`config.mk`:
```
export PLATFORM = sky130hd
export DESIGN_NAME = noise_tap_scheduler
export DESIGN_NICKNAME = d
export VERILOG_FILES = /design/src/rtl/noise_pkg.sv /design/src/rtl/noise_tap_scheduler_rr_pick.sv /design/src/rtl/noise_tap_scheduler.sv
export SDC_FILE = /design/constraint.sdc
export NUM_CORES = 1
export LEC_CHECK = 0
export CAP_MARGIN = 20
export CORE_MARGIN = 1
export CORE_UTILIZATION = 40
export DETAILED_ROUTE_END_ITERATION = 16
export HOLD_SLACK_MARGIN = 0.05
export PLACE_DENSITY = 0.67
export SLEW_MARGIN = 0
export SYNTH_ARGS = -nofsm -noshare
export SYNTH_HDL_FRONTEND = slang
export SYNTH_HIERARCHICAL = 1
export SYNTH_SLANG_ARGS = --single-unit
```
`constraint.sdc`:
```
create_clock -name clk -period 6.15 [get_ports clk]
set_input_delay 0.615 -clock clk [delete_from_list [all_inputs] [get_ports clk]]
set_output_delay 0.615 -clock clk [all_outputs]
set_load 0.01 [all_outputs]
```
`src/rtl/noise_pkg.sv`:
```
// rtl/noise_pkg.sv - shared constants and arbiter state encoding for the noise tap scheduler
package noise_pkg;
    localparam int NUM_REQ_MAX = 16;
    localparam int DATA_W      = 16;
    localparam int RATE_W      = 16;

    typedef enum logic {
        IDLE = 1'b0,
        ARB  = 1'b1
    } state_t;
endpackage

```
`src/rtl/noise_tap_scheduler_rr_pick.sv`:
```
// rtl/noise_tap_scheduler_rr_pick.sv - combinational round-robin selector over the pending vector
module rr_pick #(
    parameter int NUM_REQ = 8,
    parameter int LAST_W  = 3
) (
    input  logic [NUM_REQ-1:0] pending,
    input  logic [LAST_W-1:0]  last,
    output logic [NUM_REQ-1:0] sel,
    output logic               any_pending
);
    // Scan starts just after the previous winner and wraps, so the last winner ranks lowest.
    always_comb begin
        int idx;
        logic found;
        sel   = '0;
        found = 1'b0;
        idx   = 0;
        for (int i = 1; i <= NUM_REQ; i++) begin
            idx = int'(last) + i;
            if (idx >= NUM_REQ) idx = idx - NUM_REQ;
            if (!found && pending[idx]) begin
                sel[idx] = 1'b1;
                found    = 1'b1;
            end
        end
    end

    assign any_pending = |pending;
endmodule

```
`src/rtl/noise_tap_scheduler.sv`:
```
// rtl/noise_tap_scheduler.sv - paces the shared LFSR and hands each step's noise word to one voice
module noise_tap_scheduler #(
    parameter int NUM_REQ = 8,
    parameter int DATA_W  = noise_pkg::DATA_W,
    parameter int RATE_W  = noise_pkg::RATE_W
) (
    input  logic               clk,
    input  logic               reset,
    input  logic               run,
    input  logic [RATE_W-1:0]  rate_div,
    input  logic [DATA_W-1:0]  noise_in,
    input  logic [NUM_REQ-1:0] req,
    output logic               step_en,
    output logic [NUM_REQ-1:0] gnt,
    output logic [DATA_W-1:0]  noise_out,
    output logic               noise_valid,
    output logic [NUM_REQ-1:0] pending
);
    import noise_pkg::*;

    localparam int LAST_W = (NUM_REQ > 1) ? $clog2(NUM_REQ) : 1;

    logic [RATE_W-1:0]  cnt;
    logic [LAST_W-1:0]  last;
    logic [LAST_W-1:0]  sel_idx;
    logic [NUM_REQ-1:0] sel;
    logic [NUM_REQ-1:0] clr;
    logic [NUM_REQ-1:0] pending_next;
    logic               any_pending;
    logic               do_grant;
    state_t             state;
    state_t             state_next;

    rr_pick #(
        .NUM_REQ (NUM_REQ),
        .LAST_W  (LAST_W)
    ) u_rr_pick (
        .pending     (pending),
        .last        (last),
        .sel         (sel),
        .any_pending (any_pending)
    );

    // The >= compare lets a shrunken rate_div fire immediately instead of wrapping the counter.
    always_ff @(posedge clk or posedge reset) begin
        if (reset) begin
            cnt     <= '0;
            step_en <= 1'b0;
        end else if (run) begin
            if (cnt >= rate_div) begin
                cnt     <= '0;
                step_en <= 1'b1;
            end else begin
                cnt     <= cnt + 1'b1;
                step_en <= 1'b0;
            end
        end else begin
            step_en <= 1'b0;
        end
    end

    always_comb begin
        sel_idx = '0;
        for (int i = 0; i < NUM_REQ; i++) begin
            if (sel[i]) sel_idx = LAST_W'(i);
        end
    end

    // A new request on the granted index wins over the clear, so back-to-back requests are not lost.
    always_comb begin
        do_grant     = step_en && run && (state == ARB) && any_pending;
        clr          = do_grant ? sel : '0;
        pending_next = (pending & ~clr) | req;
        state_next   = state;
        case (state)
            IDLE:    if (|pending_next)  state_next = ARB;
            ARB:     if (!(|pending_next)) state_next = IDLE;
            default: state_next = IDLE;
        endcase
    end

    always_ff @(posedge clk or posedge reset) begin
        if (reset) begin
            state       <= IDLE;
            pending     <= '0;
            last        <= LAST_W'(NUM_REQ - 1);
            gnt         <= '0;
            noise_out   <= '0;
            noise_valid <= 1'b0;
        end else begin
            state   <= state_next;
            pending <= pending_next;
            if (do_grant) begin
                gnt         <= sel;
                noise_out   <= noise_in;
                noise_valid <= 1'b1;
                last        <= sel_idx;
            end else begin
                gnt         <= '0;
                noise_valid <= 1'b0;
            end
        end
    end
endmodule
```
==> metrics.md, run 1 <==
| Metric | Value |
|---|---|
| Initial antenna violation count | 0 |
| Wire per inst | 15.8 um |
| H-tree levels | 2 |
| Slew Limit Fails | 0 |
| Finish-stage setup viols | 0 |
| FF-to-FF Start | last[1] |
| Cell Area, Synth | 3810 sq um |
| Placed Area | 4670 sq um |
| Post-synth top cells | nand2_1 (84), dfrtp_1 (51), inv_1 (35) |
| Worst-Margin Slew | 0.713 ns |
| Initial Util | 41.2% |
| Clock transition at the registers of the reported paths | 0.10 ns |
| Final wirelength | 9780 um |
| CTS resizes | 0 |
| PwrDens | 152 nW/um^2 |
| Rows | 35 |
| Asr flop ratio synth | 100% |
| Worst path arrival time | 5.19 ns |
| Max incr delay on CP | 0.72 ns |
| CP required | 6.34 ns |
| Sequential share of power | 55.5% |
| Crit end category | flop |
| Setup_tns | 0 ns |
| Clk_skew | 0.0120 ns |
| EDFF count, synth | 0 |
| Fin nets | 557 |
| Comb pwr share | 17.3% |
| Core area | 9240 sq um |
| Vias in the first global route | 3294 |
| Status | finished, final reports clean |
| Root buf cell | clkbuf_8 |
| Crit path time final | 5.01 ns |
| Share of cells above drive strength 1 | 6.53% |
| Synthesized Nets | 487 |
| Biggest area consumer among synthesized cells | dfrtp_1 |
| Hold-fix buffers, CTS | 0 |
| Distinct cells, synth | 68 |
| Area contributors post-synth | dfrtp_1 (34%), nand2_1 (8.3%), ha_1 (8.2%) |
| Largest net degree at the start of global routing | 55 |
| CTS tree | done |
| Sequential-to-total area share from yosys stat | 35.6% |
| Io pins | 77 |
| #FFs+latches synth | 54 |
| Diode count | 0 |
| RSZ-0062 raised after global routing | no |
| Placed cells | 611 |
| CP Max Fanout | 13 |
| Final hold viol count | 0 |
| Hold_sp | noise_out[15] |
| Synth Area per Inst | 9.09 sq um |
| Relative slew slack | 52.0% |
| Post-synth top area share | 33.5% |
| Die X | 99.6 um |
| Clock share of power | 27.2% |
| Hold Crit Depth | 2 |
| P&R area growth vs syn | 25.0% |
| Clock Latency Late Sink | 0.31 ns |
| RePlAce Congestion | 0.924 |
| Via Count | 3428 |
| Fin cells | 619 |
| Post-CTS Setup Bufs | 0 |
| Chip Height | 99.6 um |
| Max Cap Viol | 0 |
| Post-detail-place hpwl | 7310 um |
| Antenna viol nets, final | 0 |
| Ys flop type | dfrtp_1 |
| DR DRC count | 0 |
| Hold Path Class | flop to flop |
| Crit Path Category | flop to flop |
| Die area | 9920 sq um |
| Total gr overflow | 0 |
| Num Clock Sinks | 54 |
| Via density | 5.54 |
| DRT Pass-1 Iters | 6 |
| Setup crit start kind | flop |
| Cells after Synth | 419 |
| PortBufs | 76 |
| Initial DRC Count | 317 |
| Switching power | 200 uW |
| CTS buffer count | 5 |
| Sw frac | 27.7% |
| Peak supply drop | 0.0948 mV |
| CP startpoint | last[1] |
| Number of fill cells in the layout | 873 |
| Global-route wire length before repair | 16300 um |
| Worst path cell trace | inv_1 -> ha_1 -> mux2i_1 -> mux2i_1 -> o221ai_1 -> nand2_1 -> nor3_2 -> a22oi_1 -> o21ai_1 -> nand2_1 -> a21o_1 -> or4_1 -> or4b_1 |
| Static leakage power | 0.00209 uW |
| Slowest CP cell | dfstp_2 |
| Fmax | 200 MHz |
| Most common cell in the netlist | nand2_1 |
| Synthesis Warnings | 6 |
| Worst R2R Path Depth | 13 |
| PnR Total Power | 723 uW |
| Pint | 523 uW |
| GRT Total Usage | 20.7% |
| Clock Tree Buf Depth | 2 |
| Layout Cell Area excl Fill | 4760 sq um |
| Tcrit/Tclk final | 81.4% |
==> sequential cells by signal (all words and copies together), names as in the netlist <==
name and flops:
pending 8, gnt 8, step_en 1, noise_out 16, last 3, noise_valid 1
state 1, cnt 16
==> critical path, delay by kind of cell (launching register included) <==
family          cells  cell delay [ns]
compound gates      4             1.00
fa+ha+maj           1             0.64
buf+inv             1             0.17
flops               1             0.72
mux                 2             0.46
simple gates        5             1.90
==> layout make-up <==
| type | instances | area [sq um] | area share, % |
|---|---|---|---|
| repair buffers | 82 | 806 | 16.9 |
| flip-flops and latches | 54 | 1360 | 28.5 |
| well taps | 129 | 161 | 3.39 |
| inverters | 37 | 140 | 2.94 |
| multi-input cells | 309 | 2210 | 46.5 |
| clock buffers | 6 | 72.6 | 1.52 |
| clock inverters | 2 | 13.8 | 0.289 |
==> final timing paths <==
check | endpoint | slack, ns
worst max-delay path | state | 1.14
worst min-delay path | noise_out[15] | 0.48
worst max register to register | state | 1.14
worst min register to register | noise_out[15] | 0.48
max in group asynchronous | gnt[1] | 4.90
min in group asynchronous | noise_out[12] | 0.80
==> power groups by stage <==
stage          registers, uW  clock network (uW)  logic (uW)
2_1_floorplan            401                   0        79.2
3_3_place_gp             408                   0         121
3_5_place_dp             408                   0         125
4_1_cts                  402                 203         126
5_1_grt                  404                 217         144
6_report                 401                 197         125
==> layer usage <==
layer  GRT usage [%]  part of all wire (%)
met1            28.9                    47
met2            33.2                    46
met3            2.53                   4.7
met4            7.47                   2.4
met5               0                     0
==> logic make-up (layout without fill, tap and decap cells) <==
kind of cell	Yosys count	count (layout)	synth area share, %
xor+xnor	17	17	4.11
buf+inv	56	127	6.34
flops	54	54	35.6
simple gates	171	171	21.6
compound gates	77	77	15.1
mux	19	19	9.10
fa+ha+maj	25	25	8.21
==> cell usage in the layout, fill, tap and decap left out, types with 6 or more instances in the layout <==
cell	instances
nand2_1	84
clkdlybuf4s50_1	76
dfrtp_1	51
inv_1	34
nor2_1	26
ha_1	25
nand3_1	20
a21oi_1	12
a21o_1	9
xnor2_1	9
nand4_1	8
o21ai_0	8
mux4_1	8
mux2i_1	8
xor2_1	7
buf_4	6
==> metrics by stage <==
stage,utilization (%),setup WS (ns),hold WS [ns]
CTS,51.5,1.18,0.486
global route,51.5,0.790,0.505
floorplan,-,1.44,0.468
global placement,50.6,1.32,0.459
finish,51.5,1.14,0.481
detailed placement,50.6,1.19,0.461
No activity file was read; power rests on OpenSTA's default activity.
==> inputs of run 2 (changes only) <==
Settings changed: PLACE_DENSITY 0.67 to 0.69.
Clock period 6.15 ns to 4.3 ns, I/O delays scaled along.
==> run 2 against run 1 <==
Compared with the run above: global-route usage increased by 0.19 points; register-to-register slack got worse by 1.0 ns; clock power increased by 56%; sequential power increased by 43%; critical path type unchanged; largest power group unchanged.
==> metrics.md, run 2 (synthesis results as in run 1) <==
| Metric | Value |
|---|---|
| Status | finished, final reports clean |
| Hold-fix buffers, CTS | 0 (unchanged) |
| Largest net degree at the start of global routing | 35 (-36%) |
| Worst R2R Path Depth | 13 (unchanged) |
| Initial antenna violation count | 0 (unchanged) |
| Clock share of power | 29.0% (+1.8 points) |
| Peak supply drop | 0.139 mV (+47%) |
| Hold Crit Depth | 2 (unchanged) |
| Fmax | 239 MHz (+19%) |
| Final wirelength | 9960 um (+1.9%) |
| Crit path time final | 4.19 ns (-0.813 ns) |
| CTS buffer count | 5 (unchanged) |
| Worst-Margin Slew | 0.711 ns (-0.00198 ns) |
| Sw frac | 27.7% (about the same) |
| Clock Latency Late Sink | 0.32 ns (about the same) |
| Slew Limit Fails | 0 (unchanged) |
| Hold_sp | noise_out[10] |
| Hold Path Class | flop to flop |
| DRT Pass-1 Iters | 5 (-1) |
| Max Cap Viol | 0 (unchanged) |
| Relative slew slack | 52.2% (+0.13 points) |
| P&R area growth vs syn | 32.3% |
| Finished Core Util | 54.5% (+3.0 points) |
| Global-route wire length before repair | 16400 um (+0.42%) |
| Register Area | 1360 sq um (unchanged) |
| Clock Tree Buf Depth | 2 (unchanged) |
| Vias in the first global route | 3315 (+0.64%) |
| PnR Total Power | 1060 uW (+47%) |
| Wire per inst | 15.5 um (-2.1%) |
| Tcrit/Tclk final | 97.5% (+16 points) |
| CP Max Fanout | 7 (-6) |
| CP startpoint | last[1] |
| CP Buf/Inv Count | 1 (unchanged) |
| CTS tree | done |
| Antenna viol nets, final | 0 (unchanged) |
| Initial Util | 41.2% (unchanged) |
| Setup crit start kind | flop |
| Worst path arrival time | 4.39 ns (-0.80 ns) |
| RePlAce Congestion | 0.914 (-1.1%) |
| Share of cells above drive strength 1 | 13.6% (+7.1 points) |
| Sequential share of power | 53.9% (-1.6 points) |
| Commonest non-fill, non-tap cell in the layout | nand2_1 |
| Crit end category | flop |
| Initial DRC Count | 320 (+0.95%) |
| Total gr overflow | 0 (unchanged) |
| DR DRC count | 0 (unchanged) |
| Via Count | 3447 (+0.55%) |
| Comb pwr share | 17.1% (-0.2 points) |
| Number of fill cells in the layout | 873 (unchanged) |
| PortBufs | 76 (unchanged) |
| FF-to-FF End | state |
| Core area | 9240 sq um (unchanged) |
| Die X | 99.6 um (unchanged) |
| Finish-stage setup viols | 0 (unchanged) |
| Hold path endpoint | noise_out[10] |
| CP top delay family | simple AND/OR/NAND/NOR gates |
| CP dominant cell by count | nand2_2 |
| Die area | 9920 sq um (unchanged) |
| PwrDens | 211 nW/um^2 (+39%) |
| Num Clock Sinks | 54 (unchanged) |
| CP required | 4.49 ns (-1.85 ns) |
| H-tree levels | 2 (unchanged) |
| Chip Height | 99.6 um (unchanged) |
| Clock transition at the registers of the reported paths | 0.10 ns (about the same) |
| Final hold viol count | 0 (unchanged) |
| Most frequent cells in the layout | nand2_1 (81), clkdlybuf4s50_1 (76), dfrtp_1 (51) |
| Pint | 768 uW (+47%) |
| Crit Path Category | flop to flop |
| Switching power | 295 uW (+47%) |
| Post-detail-place hpwl | 7390 um (+0.98%) |
| Hold WS | 0.481 ns (+0.000541 ns) |
| Io pins | 77 (unchanged) |
| Static leakage power | 0.00222 uW (+6.6%) |
| Worst path cell trace | inv_4 -> ha_4 -> mux4_2 -> nand2_2 -> and3_4 -> nand3b_4 -> or4_4 -> a32o_1 -> o21ai_2 -> nand2_2 -> a21o_1 -> or4_1 -> or4b_1 |
| Rows | 35 (unchanged) |
| Via density | 5.35 (-3.3%) |
| Reg2Reg Setup Slack | 0.11 ns (-1.04 ns) |
| Diode count | 0 (unchanged) |
| FF-to-FF Start | last[1] |
| Root buf cell | clkbuf_8 |
| GRT Total Usage | 20.9% (+0.19 points) |
| Area of the multi-input gates | 2280 sq um (+3.1%) |
| Slowest CP cell | dfstp_2 |
| Max incr delay on CP | 0.57 ns (-0.15 ns) |
| Regs by FF count | cnt x16, noise_out x16 |
| Fin nets | 582 (+4.5%) |
| Clk_skew | 0.0130 ns (+0.000960 ns) |
[run 2: repair_timing]
item                                    CTS  global route
pin swaps                                 0            11
buffers inserted                          0            15
resized for setup                         1            12
endpoints found under the setup margin    1             1
[run 2: how the worst max path moves through the flow]
stage             to  slack [ns]  depth (start not counted)
6_report       state        0.11                         13
5_1_grt        state       -0.02                         14
4_1_cts        state        0.06                         13
3_5_place_dp   state        0.01                         13
3_3_place_gp   state        0.19                         13
2_1_floorplan  state       -0.05                         17
[run 2: worst min-delay path: stages (launching register included)]
cell and delay, ns:
dfrtp_1 0.35, nand2_1 0.05, nand2_1 0.06
[run 2: power by group through the flow]
stage,clock network [uW],logic (uW),registers (uW)
finish,308,182,572
global route,338,209,580
CTS,316,181,573
detailed placement,0,180,582
global placement,0,173,582
floorplan,0,115,573
[run 2: routing by layer]
metal  track usage, %  part of all wire [%]  up-vias
met4             6.79                   1.9        0
met3             3.65                   6.3       18
li1                 -                     -     1686
met1             28.9                    47     1622
met5                0                     0        -
met2             33.3                    45      121
[run 2: final cells by class]
cell class / instances / area share (%)
timing repair buffer: 107 / 19.9
inverter: 37 / 2.83
multi-input combinational: 309 / 45.2
clock buffer: 6 / 1.64
tap: 129 / 3.20
sequential: 54 / 26.9
clock inverter: 2 / 0.323
[run 2: through the flow]
| step | setup slack [ns] | cell area (sq um) | instances | setup TNS (ns) |
|---|---|---|---|---|
| 4_1_cts | 0.0599 | 4880 | 629 | 0 |
| 3_5_place_dp | 0.0119 | 4770 | 621 | 0 |
| 5_1_grt | -0.0224 | 5040 | 644 | -0.0224 |
| 6_report | 0.107 | 5040 | 644 | 0 |
| 3_3_place_gp | 0.192 | 4770 | 621 | 0 |
| 2_1_floorplan | -0.0501 | 3850 | 419 | -0.0501 |
==> inputs of run 3 (changes only) <==
Settings changed: CORE_UTILIZATION 40 to 47, PLACE_DENSITY 0.69 to 0.86, SKIP_LAST_GASP set to 1.
==> run 3 against run 2 <==
Compared with the run above: sequential share of layout area is 0.64 points higher; first-iteration DRC count is 11% lower; routed wire length is 1.6% higher; via count is 4.0% higher; total power is 2.8% higher; core utilization is 8.8 points higher; cell area is 2.3% lower; highest routed layer unchanged; global-route usage is 3.9 points higher; hold slack worse by 0.0019 ns; clock skew hardly changed; clock-buffer cell count is 1 lower; die area is 15% lower.
==> metrics.md, run 3 (synthesis results as in run 1) <==
| Metric | Value |
|---|---|
| Hold-fix buffers, CTS | 0 (unchanged) |
| Fin nets | 574 (-1.4%) |
| PnR Total Power | 1090 uW (+2.8%) |
| GRT Total Usage | 24.8% (+3.9 points) |
| Fmax | 237 MHz (-0.52%) |
| Via Count | 3585 (+4.0%) |
| Initial DRC Count | 284 (-11%) |
| Vias in the first global route | 3542 (+6.8%) |
| DRT Pass-1 Iters | 5 (unchanged) |
| Finish-stage setup viols | 0 (unchanged) |
| PwrDens | 222 nW/um^2 (+5.2%) |
| CTS tree | done |
| Tcrit/Tclk final | 98.0% (+0.51 points) |
| Num Clock Sinks | 54 (unchanged) |
| Clock Tree Buf Depth | 2 (unchanged) |
| Initial antenna violation count | 0 (unchanged) |
| Antenna viol nets, final | 0 (unchanged) |
| Crit end category | flop |
| Number of fill cells in the layout | 687 (-21%) |
| Commonest non-fill, non-tap cell in the layout | nand2_1 |
| Regs by FF count | cnt x16, noise_out x16 |
| CP Max Fanout | 6 (-1) |
| Worst path arrival time | 4.39 ns (about the same) |
| Total gr overflow | 0 (unchanged) |
| Setup crit start kind | flop |
| Core area | 7770 sq um (-16%) |
| Chip Height | 92.0 um (-7.6%) |
| Worst-Margin Slew | 0.766 ns (+0.0555 ns) |
| Clock transition at the registers of the reported paths | 0.10 ns (about the same) |
| Clk_skew | 0.0131 ns (+0.000126 ns) |
| DR DRC count | 0 (unchanged) |
| Crit path time final | 4.21 ns (+0.0217 ns) |
| Root buf cell | clkbuf_8 |
| Wire per inst | 16.6 um (+7.5%) |
| Share of cells above drive strength 1 | 11.8% (-1.8 points) |
| Final hold viol count | 0 (unchanged) |
| Peak supply drop | 0.155 mV (+12%) |
| Diode count | 0 (unchanged) |
| Hold WS | 0.479 ns (-0.00192 ns) |
| Crit Path Category | flop to flop |
| CP required | 4.47 ns (-0.02 ns) |
| PortBufs | 76 (unchanged) |
| Global-route wire length before repair | 16600 um (+1.4%) |
| Relative slew slack | 48.4% (-3.7 points) |
| Initial Util | 49.0% (+7.8 points) |
| Post-detail-place hpwl | 7610 um (+3.1%) |
| Static leakage power | 0.00219 uW (-1.4%) |
| Via density | 5.89 (+10%) |
| Largest net degree at the start of global routing | 55 (+57%) |
| Die X | 92.0 um (-7.6%) |
| H-tree levels | 2 (unchanged) |
| Most frequent cells in the layout | nand2_1 (82), clkdlybuf4s50_1 (76), dfrtp_1 (51) |
| CTS buffer count | 5 (unchanged) |
| Die area | 8470 sq um (-15%) |
| P&R area growth vs syn | 29.2% |
| Status | finished, final reports clean |
| Rows | 32 (-8.6%) |
| Final wirelength | 10100 um (+1.6%) |
| RePlAce Congestion | 1.02 (+12%) |
| Max Cap Viol | 0 (unchanged) |
| Clock Latency Late Sink | 0.31 ns (about the same) |
| Hold Path Class | flop to flop |
| Slew Limit Fails | 0 (unchanged) |
| Io pins | 77 (unchanged) |
==> run 3: power breakdown <==
| part | switching, uW | total [uW] | leakage (uW) | internal (uW) |
|---|---|---|---|---|
| Sequential | 36.3 | 572 | 0.000683 | 536 |
| Combinational | 83.7 | 181 | 0.00145 | 97.2 |
| Clock | 163 | 338 | 0.0000585 | 175 |
| Total | 283 | 1090 | 0.00219 | 808 |
==> run 3: final cells by class <==
type	count	area (sq um)	area share (%)
Tap cell	102	128	2.59
Sequential cell	54	1360	27.5
Clock inverter	3	43.8	0.890
Clock buffer	5	68.8	1.40
Multi-Input combinational cell	309	2240	45.6
Inverter	37	140	2.85
Timing Repair Buffer	99	941	19.1
==> run 3: worst paths after layout <==
check,from,to,slack [ns],cells past startpoint
min in group asynchronous,reset,noise_out[7],0.61,3
setup reg to reg,last[1],state,0.09,13
max in group asynchronous,reset,gnt[2],3.24,3
setup / recovery,last[1],state,0.09,13
hold / removal,noise_out[6],noise_out[6],0.48,2
hold reg to reg,noise_out[6],noise_out[6],0.48,2
==> run 3: per-stage QoR <==
step                cells  setup TNS, ns  area [sq um]  worst slack (ns)  util (%)
floorplan             419        -0.0501          3850           -0.0501         -
global placement      594              0          4740             0.219      61.0
detailed placement    594              0          4740            0.0213      61.0
CTS                   602              0          4850            0.0117      62.4
global route          609        -0.0265          4920           -0.0265      63.4
finish                609              0          4920            0.0856      63.4
==> run 3: per-layer routing <==
metal	share of wire, %	vias up	global-route usage (%)
met5	0	-	0
met4	2.2	0	8.07
met3	8.4	27	5.97
met2	49	178	42.3
met1	41	1708	31.0
li1	-	1672	-
==> run 3: timing repair <==
item / CTS / global route
setup buffers: 0 / 7
endpoints found under the setup margin: 0 / 1
resized for setup: 0 / 8
==> run 3: critical path: stages (launching register included) <==
cell and delay (ns):
dfstp_2 0.55, inv_2 0.07, ha_4 0.32, mux4_2 0.58, nand2_2 0.12, and3_4 0.20
nand3b_4 0.10, or4_4 0.43, or2_0 0.22, nand4b_1 0.14, nand2_1 0.10, a21o_1 0.22
or4_4 0.53, or4b_4 0.49
